<file path="src/rtl/data_mem_responder_pkg.sv">
// data_mem_responder_pkg: shared FSM encoding and word width for the data memory responder.
package data_mem_responder_pkg;
  localparam int WORD_W = 32;
  typedef enum logic [1:0] {IDLE = 2'd0, WAIT = 2'd1, RESP = 2'd2} state_t;
endpackage

</file>
<file path="src/rtl/data_mem_responder_dmem_array.sv">
// dmem_array: DEPTH x 32 byte-writable synchronous RAM, one write port and one registered read port.
module dmem_array
  import data_mem_responder_pkg::*;
#(
  parameter int DEPTH = 64,
  parameter int AW    = 6
) (
  input  logic              clk,
  input  logic              i_we,
  input  logic [3:0]        i_be,
  input  logic [AW-1:0]     i_waddr,
  input  logic [WORD_W-1:0] i_wdata,
  input  logic              i_re,
  input  logic [AW-1:0]     i_raddr,
  output logic [WORD_W-1:0] o_rdata
);
  logic [WORD_W-1:0] r_mem [DEPTH];
  always_ff @(posedge clk) begin
    for (int b = 0; b < 4; b++)
      if (i_we && i_be[b]) r_mem[i_waddr][8*b +: 8] <= i_wdata[8*b +: 8];
    if (i_re) o_rdata <= r_mem[i_raddr];
  end
endmodule

</file>
<file path="src/rtl/data_mem_responder.sv">
// data_mem_responder: single-outstanding valid/ready data memory with fixed response latency.
// Memory is accessed only on the edge entering RESP; errors never touch memory.
module data_mem_responder
  import data_mem_responder_pkg::*;
#(
  parameter int DEPTH   = 64,
  parameter int LATENCY = 2
) (
  input  logic              clk,
  input  logic              reset,
  input  logic              req_valid,
  output logic              req_ready,
  input  logic              req_we,
  input  logic [31:0]       req_addr,
  input  logic [WORD_W-1:0] req_wdata,
  input  logic [3:0]        req_be,
  output logic              resp_valid,
  input  logic              resp_ready,
  output logic [WORD_W-1:0] resp_rdata,
  output logic              resp_err
);
  localparam int AW = DEPTH > 1 ? $clog2(DEPTH) : 1;
  state_t r_state, w_next;
  logic r_live, r_we, r_err, r_load_ok;
  logic [3:0] r_cnt, r_be;
  logic [31:0] r_addr;
  logic [WORD_W-1:0] r_wdata, w_ram_rdata;
  logic w_idle, w_req_xfer, w_enter, w_we, w_err;
  logic [3:0] w_be;
  logic [31:0] w_addr;
  logic [WORD_W-1:0] w_wdata;
  assign w_idle     = r_state == IDLE;
  assign w_req_xfer = req_valid && req_ready;
  // with LATENCY 0 the access happens on the accept edge, so use the live request
  assign w_we    = w_idle ? req_we    : r_we;
  assign w_addr  = w_idle ? req_addr  : r_addr;
  assign w_wdata = w_idle ? req_wdata : r_wdata;
  assign w_be    = w_idle ? req_be    : r_be;
  assign w_err   = (|w_addr[1:0]) || ({2'b00, w_addr[31:2]} >= 32'(DEPTH));
  assign w_enter = (w_next == RESP) && (r_state != RESP);
  always_ff @(posedge clk or negedge reset)
    if (!reset) r_state <= IDLE;
    else        r_state <= w_next;
  always_comb begin
    w_next = (w_idle && w_req_xfer) ? ((LATENCY == 0) ? RESP : WAIT)
           : (r_state == WAIT && r_cnt == 4'd0) ? RESP
           : (r_state == RESP && resp_ready) ? IDLE
           : r_state;
  end
  always_comb begin
    req_ready  = r_live && w_idle;
    resp_valid = r_state == RESP;
    resp_rdata = r_load_ok ? w_ram_rdata : '0;
    resp_err   = r_err;
  end
  always_ff @(posedge clk or negedge reset) begin
    if (!reset) begin
      r_live    <= 1'b0;
      r_cnt     <= 4'd0;
      r_we      <= 1'b0;
      r_addr    <= '0;
      r_wdata   <= '0;
      r_be      <= 4'd0;
      r_err     <= 1'b0;
      r_load_ok <= 1'b0;
    end else begin
      r_live <= 1'b1;
      if (w_idle && w_req_xfer) begin
        r_we    <= req_we;
        r_addr  <= req_addr;
        r_wdata <= req_wdata;
        r_be    <= req_be;
        r_cnt   <= (LATENCY == 0) ? 4'd0 : 4'(LATENCY - 1);
      end else if (r_state == WAIT && r_cnt != 4'd0) begin
        r_cnt <= r_cnt - 4'd1;
      end
      if (w_enter) begin
        r_err     <= w_err;
        r_load_ok <= !w_we && !w_err;
      end else if (resp_valid && resp_ready) begin
        r_err     <= 1'b0;
        r_load_ok <= 1'b0;
      end
    end
  end
  dmem_array #(.DEPTH(DEPTH), .AW(AW)) u_array (
    .clk     (clk),
    .i_we    (w_enter && w_we && !w_err),
    .i_be    (w_be),
    .i_waddr (w_addr[AW+1:2]),
    .i_wdata (w_wdata),
    .i_re    (w_enter && !w_we && !w_err),
    .i_raddr (w_addr[AW+1:2]),
    .o_rdata (w_ram_rdata)
  );
endmodule

</file>
<file path="config.mk">
export PLATFORM = sky130hd
export DESIGN_NAME = data_mem_responder
export DESIGN_NICKNAME = d
export VERILOG_FILES = /design/src/rtl/data_mem_responder_pkg.sv /design/src/rtl/data_mem_responder_dmem_array.sv /design/src/rtl/data_mem_responder.sv
export SDC_FILE = /design/constraint.sdc
export NUM_CORES = 2
export LEC_CHECK = 0
export BUFFER_PORTS_ARGS = -buffer_cell sky130_fd_sc_hd__buf_2
export CAP_MARGIN = 20
export CORE_MARGIN = 5
export CORE_UTILIZATION = 45
export DETAILED_ROUTE_END_ITERATION = 16
export HOLD_SLACK_MARGIN = 0.02
export SETUP_SLACK_MARGIN = 0.2
export SYNTH_ARGS = -nofsm -noshare
export SYNTH_HDL_FRONTEND = slang
export SYNTH_SLANG_ARGS = --single-unit
</file>
<file path="constraint.sdc">
create_clock -name clk -period 4.5 [get_ports clk]
set_clock_uncertainty 0.05 [all_clocks]
set_input_delay 0.675 -clock clk [delete_from_list [all_inputs] [get_ports clk]]
set_output_delay 0.675 -clock clk [all_outputs]
set_load 0.01 [all_outputs]
</file>
-- Word level (Yosys, flattened, before mapping)
Memory sizes are Yosys's and may differ from the RTL's. A register that Yosys moved wholly into a read port is not among the register bits.
Cells that the tools add are included.
- flip-flop bits (word level): 78
- bits in latches: 0
- memory bits (writable): 2048
- bits in read-only memories: 0
- input port bits: 73
- output and inout bits: 35
- logic and storage cells: 62
- memories: 1
- memory list (memory ; words ; width ; read ports ; clocked after memory_dff ; write ports ; line ; RTL):
    u_array.r_mem ; 64 ; 32 ; 1 ; 1 ; 1 ; data_mem_responder_dmem_array.sv:17 ; logic [WORD_W-1:0] r_mem [DEPTH];
- $add $sub $neg: 1
- multiply operators: 0
- divide/modulo/power cells: 0
- order comparisons: 1
- equal/unequal tests: 4
- shifts and indexed selects: 0
- mux-type cells: 21
- bitwise operators: 0
- reductions and logical operators: 25
- operators by type and width (cell ; number):
    32-bit two-way mux ; 3
    30-bit by 7-bit greater-or-equal comparator with 1-bit output, second input constant ; 1
    1-bit logical AND ; 16
    1-bit two-way mux ; 12
    4-bit two-way mux ; 3
    2-bit two-way mux ; 3
    2-bit == test, second input constant ; 2
    4-bit zero test ; 1
    2-bit nonzero test ; 2
    4-bit nonzero test ; 1
    4-bit by 1-bit subtractor with 4-bit output, second input constant ; 1
    2-bit by 1-bit == test with 1-bit output, second input constant ; 1
    1-bit zero test ; 2
    2-bit zero test ; 1
    2-bit inequality test, second input constant ; 1
    2-bit OR reduction ; 1
    1-bit logical OR ; 1

-- Logic depth before layout (Yosys ltp)
- depth after elaboration: 12
- depth in mapped cells: 13

-- Cells and area by module
Synthesis repeated with hierarchy kept, for this count alone.
- cell total of the unflattened synthesis: 3870
- area total of the unflattened synthesis: 84173.2 µm²
- by module, submodules not included (module ; instances ; cells an instance ; area an instance (µm²)):
    dmem_array ; 1 ; 3576 ; 80091.8
    data_mem_responder ; 1 ; 294 ; 4081.4

-- Least setup slack after synthesis
No wires, ideal clock.
- path kind: input -> register
- from: input req_addr[2]
- to: memory u_array.r_mem[10][0] (enable)
- library setup time: 0.383 ns
- arrival time: 3.266 ns
- setup slack: 0.800 ns
- cell stages on the path: 10
- path buffers: 6
- cell sequence: buf_2 or4b_2 clkbuf_1 nor2_1 buf_2 buf_2 buf_4 nor2_2 clkbuf_1 nor3_1
- longest elaborated chain between the ends: 8
- ends and longest elaborated chain (item ; line ; RTL):
    start, declared ; data_mem_responder.sv:14 ; input logic [31:0] req_addr,
    32-bit two-way mux * ; data_mem_responder.sv:36 ; assign w_addr = w_idle ? req_addr : r_addr;
    30-bit by 7-bit greater-or-equal comparator with 1-bit output ; data_mem_responder.sv:39 ; assign w_err = (|w_addr[1:0]) || ({2'b00, w_addr[31:2]} >= 32'(DEPTH));
    1-bit logical OR ; data_mem_responder.sv:39 ;
    1-bit zero test ; data_mem_responder.sv:88 ; .i_we (w_enter && w_we && !w_err),
    1-bit logical AND ; data_mem_responder.sv:88 ;
    1-bit logical AND ; data_mem_responder_dmem_array.sv:20 ; if (i_we && i_be[b]) r_mem[i_waddr][8*b +: 8] <= i_wdata[8*b +: 8];
    1-bit two-way mux ; data_mem_responder_dmem_array.sv:20 ;
    1-bit two-way mux (implied by the code) ; data_mem_responder_dmem_array.sv:20 ;
    end, declared ; data_mem_responder_dmem_array.sv:17 ;
Every way passes the cells marked *; elsewhere a longest branch is shown, timed or not.

-- Final worst setup path
- from: register r_state[1]
- to: register u_array.o_rdata[2] (read register of u_array.r_mem), data pin
- longest elaborated chain between the ends: 9
- ends and longest elaborated chain (item ; line ; RTL):
    start, declared ; data_mem_responder.sv:23 ; state_t r_state, w_next;
    start signal, assigned ; data_mem_responder.sv:43 ; else r_state <= w_next;
    branches (longest 9 deep; another with 30-bit by 7-bit greater-or-equal comparator with 1-bit output) ; - ;
    end, declared ; data_mem_responder_dmem_array.sv:15 ; output logic [WORD_W-1:0] o_rdata
Parallel ways; which one is timed is not known.
A chain may end at the register's enable or synchronous reset.

==> reports/qor.yml <==
synth_seq_cells: 2158
vdd_drop_max_uv: 758.3
synth_most_common_cell: "edfxtp_1"
final_layout_size_suffix_gt1_frac: 0.1933
wl_mm: 299.3
p_switching_w: 0.02578
ys_seq_area_frac: 0.7605
yosysTopAreaCell: "edfxtp_1"
cp.arrival_ns: 4.81
clock_latency_ns: 0.86
path_class: "reg2reg"
p_int_w: 0.04215
power_leakage_nw: 33.22
finalCritPeriodShare: 0.9594
ys_top_cells_by_count: "edfxtp_1 (2080), nand2_1 (713), o21ai_0 (427), a22oi_1 (345), clkbuf_1 (279)"
fillers: 15160
row_count: 159
vias: 58070
layout_setup_ws_ns: 0.1829
synthTopCellsByArea: "edfxtp_1 (74%), nand2_1 (3.2%), a22oi_1 (3.1%)"
p_per_area_nw_per_um2: 680.4
final_net_count: 6318
synth_nets: 5741
netlist.area_leader.share: 0.7374
fp.dieArea_um2: 197000
cts_tree: "built"
io_pins: 108
area_growth_pct: 17.87
hold_viol_final: 0
yosysWarnings: 0
overflow: 0
status: "finished, final reports clean"
gp_congestion: 0.8989
numPortBuffers: 107
routedWlPerCell_um: 33.55
synth-edff-count: 2080
dp_hpwl_mm: 185.0
final_area_um2: 99830
pre_cts_slack_ns: 0.06955
slew_headroom: 0.2024
clkPwrFrac: 0.253
first_iter_violations: 9647
finalCriticalPeriod_ns: 4.317
fin_util: 0.5322
totalPowerFinal_w: 0.06793
critPathMaxFanout: 25
worst_pin_slew_ns: 1.196
grt_max_degree: 75
vias_per_cell: 6.510
antenna_found_initial: 24
clock-root-buffer: "clkbuf_16"
multi_input_area_um2: 19000
placed_area_um2: 92440
ys_types: 73
postSynth.asyncResetShare: 0.03614
post-route-drc-count: 0
cts.sinks: 2158
die_w_um: 443.8
die_y_um: 443.8
power.share.combinational: 0.353
p_seq_frac: 0.394
clk_pin_slew_ns: 0.06
grt_usage: 0.2955
htree_levels: 4
end_kind: "register"
start_util: 0.4515
min_path_type: "in2reg"
grt_pass1_vias: 55630
synth_cells: 5666
cts_made_buffers: 215
fmax_ghz: 0.2316
slew_viol_final: 0
setup_viol: 0
synth_area_um2: 84700
seq_area_um2: 64410
drv_cap: 0
required_ns: 5.00
grt_pass1_wl_mm: 419.4
p_sw_frac: 0.3795
cts_buffer_depth: 3
ant_nets: 0
startpoint_type: "register"
synth.avg_cell_area_um2: 14.95
drt_first_pass_iters: 8
rsz0062_at_grt: "no"
hold_ws_ns: 0.04920
core_area_um2: 187600
ys.flop_type: "edfxtp_1"
==> placed cells by master (no fill, tap or decap), drive strengths merged, types with 14 or more instances in the layout <==
cell type and n:
o211ai 37, and2 36, a22o 65, dlygate4sd3 62, o22ai 23, a222oi 76
a22oi 345, nor2 89, clkinv 108, clkbuf 260, buf 730, nand4 127
a221oi 94, edfxtp 2080, nand3 67, a2111oi 24, nor3 266, and3 42
or4 17, o21ai 430, mux2i 73, mux2 111, o2111ai 23, dfrtp 78
nand2 713, o21a 14, a21oi 205, a31oi 42
==> kinds of logic after synthesis <==
logic type,synth area share
flops,0.7605
compound gates,0.1159
mux,0.02343
simple gates,0.07853
xor+xnor,0.0002068
buf+inv,0.02111
other cells,0.00004427
fa+ha+maj,0.0002954
==> timing repair <==
item / CTS / global route
buffers inserted: 4 / 0
endpoints found under the setup margin: 3 / 7
gates resized for setup: 0 / 2
endpoints found under the hold margin: 90 / 0
hold buffers: 62 / 0
pin swaps: 1 / 0
==> flip-flops by register name, indices dropped and copies added, names as in the netlist <==
name,cells
r_state,2
r_be,4
r_wdata,32
r_cnt,4
r_we,1
r_live,1
r_addr,32
u_array.o_rdata,32
resp_err,1
r_load_ok,1
u_array.r_mem,2048
==> power by group through the flow <==
| stage | clock network (W) | registers [W] | logic, W |
|---|---|---|---|
| after detailed placement | 0 | 0.0272 | 0.0232 |
| after global placement | 0 | 0.0271 | 0.0228 |
| after CTS | 0.0173 | 0.0267 | 0.0234 |
| after global routing | 0.0181 | 0.0268 | 0.0247 |
| after floorplan | 0 | 0.0272 | 0.0111 |
| final | 0.0172 | 0.0268 | 0.0240 |
==> cell type report <==
| type | instances | share of cell area |
|---|---|---|
| well taps | 2495 | 0.03127 |
| multi-input cells | 3074 | 0.1903 |
| diodes | 6 | 0.0001504 |
| clock buffers | 260 | 0.05580 |
| repair buffers | 792 | 0.06646 |
| flip-flops and latches | 2158 | 0.6452 |
| clock inverters | 134 | 0.01073 |
| inverters | 2 | 0.00007520 |
==> metrics by stage <==
| step | cells | setup TNS [ns] |
|---|---|---|
| final | 8921 | 0 |
| after global placement | 8449 | -0.06602 |
| after floorplan | 5666 | 0 |
| after detailed placement | 8452 | 0 |
| after global routing | 8917 | 0 |
| after CTS | 8912 | 0 |
==> layer usage <==
metal | share of wire | global-route usage | vias up
li1 | - | - | 23650
met4 | 0.047 | 0.1218 | 14
met1 | 0.38 | 0.4080 | 29390
met3 | 0.13 | 0.07360 | 728
met2 | 0.45 | 0.4508 | 4295
met5 | 0.00036 | 0 | -
==> worst paths after layout <==
kind / cells after the start / slack (ns) / start / end
max: 9 / 0.18 / r_state[1]$_DFF_PN0_ / u_array.o_rdata[2]$_DFFE_PP_
max in group asynchronous: 3 / 3.25 / reset / r_addr[9]$_DFFE_PN0P_
max reg2reg: 9 / 0.18 / r_state[1]$_DFF_PN0_ / u_array.o_rdata[2]$_DFFE_PP_
min reg2reg: 1 / 0.45 / r_wdata[31]$_DFFE_PN0P_ / r_wdata[31]$_DFFE_PN0P_
min: 2 / 0.05 / req_wdata[10] / r_wdata[10]$_DFFE_PN0P_
min in group asynchronous: 2 / 0.25 / reset / r_wdata[1]$_DFFE_PN0P_
==> critical path, stage by stage, from the launching register on <==
cell and delay, ns:
dfrtp_1 0.62, nor2_4 0.31, buf_4 0.34, buf_4 0.44, o21ai_4 0.37, buf_4 0.39
a222oi_1 0.29, a21oi_1 0.15, nor4b_1 0.68, nand4_1 0.31
Note: power is estimated with default switching activity, not from simulation.
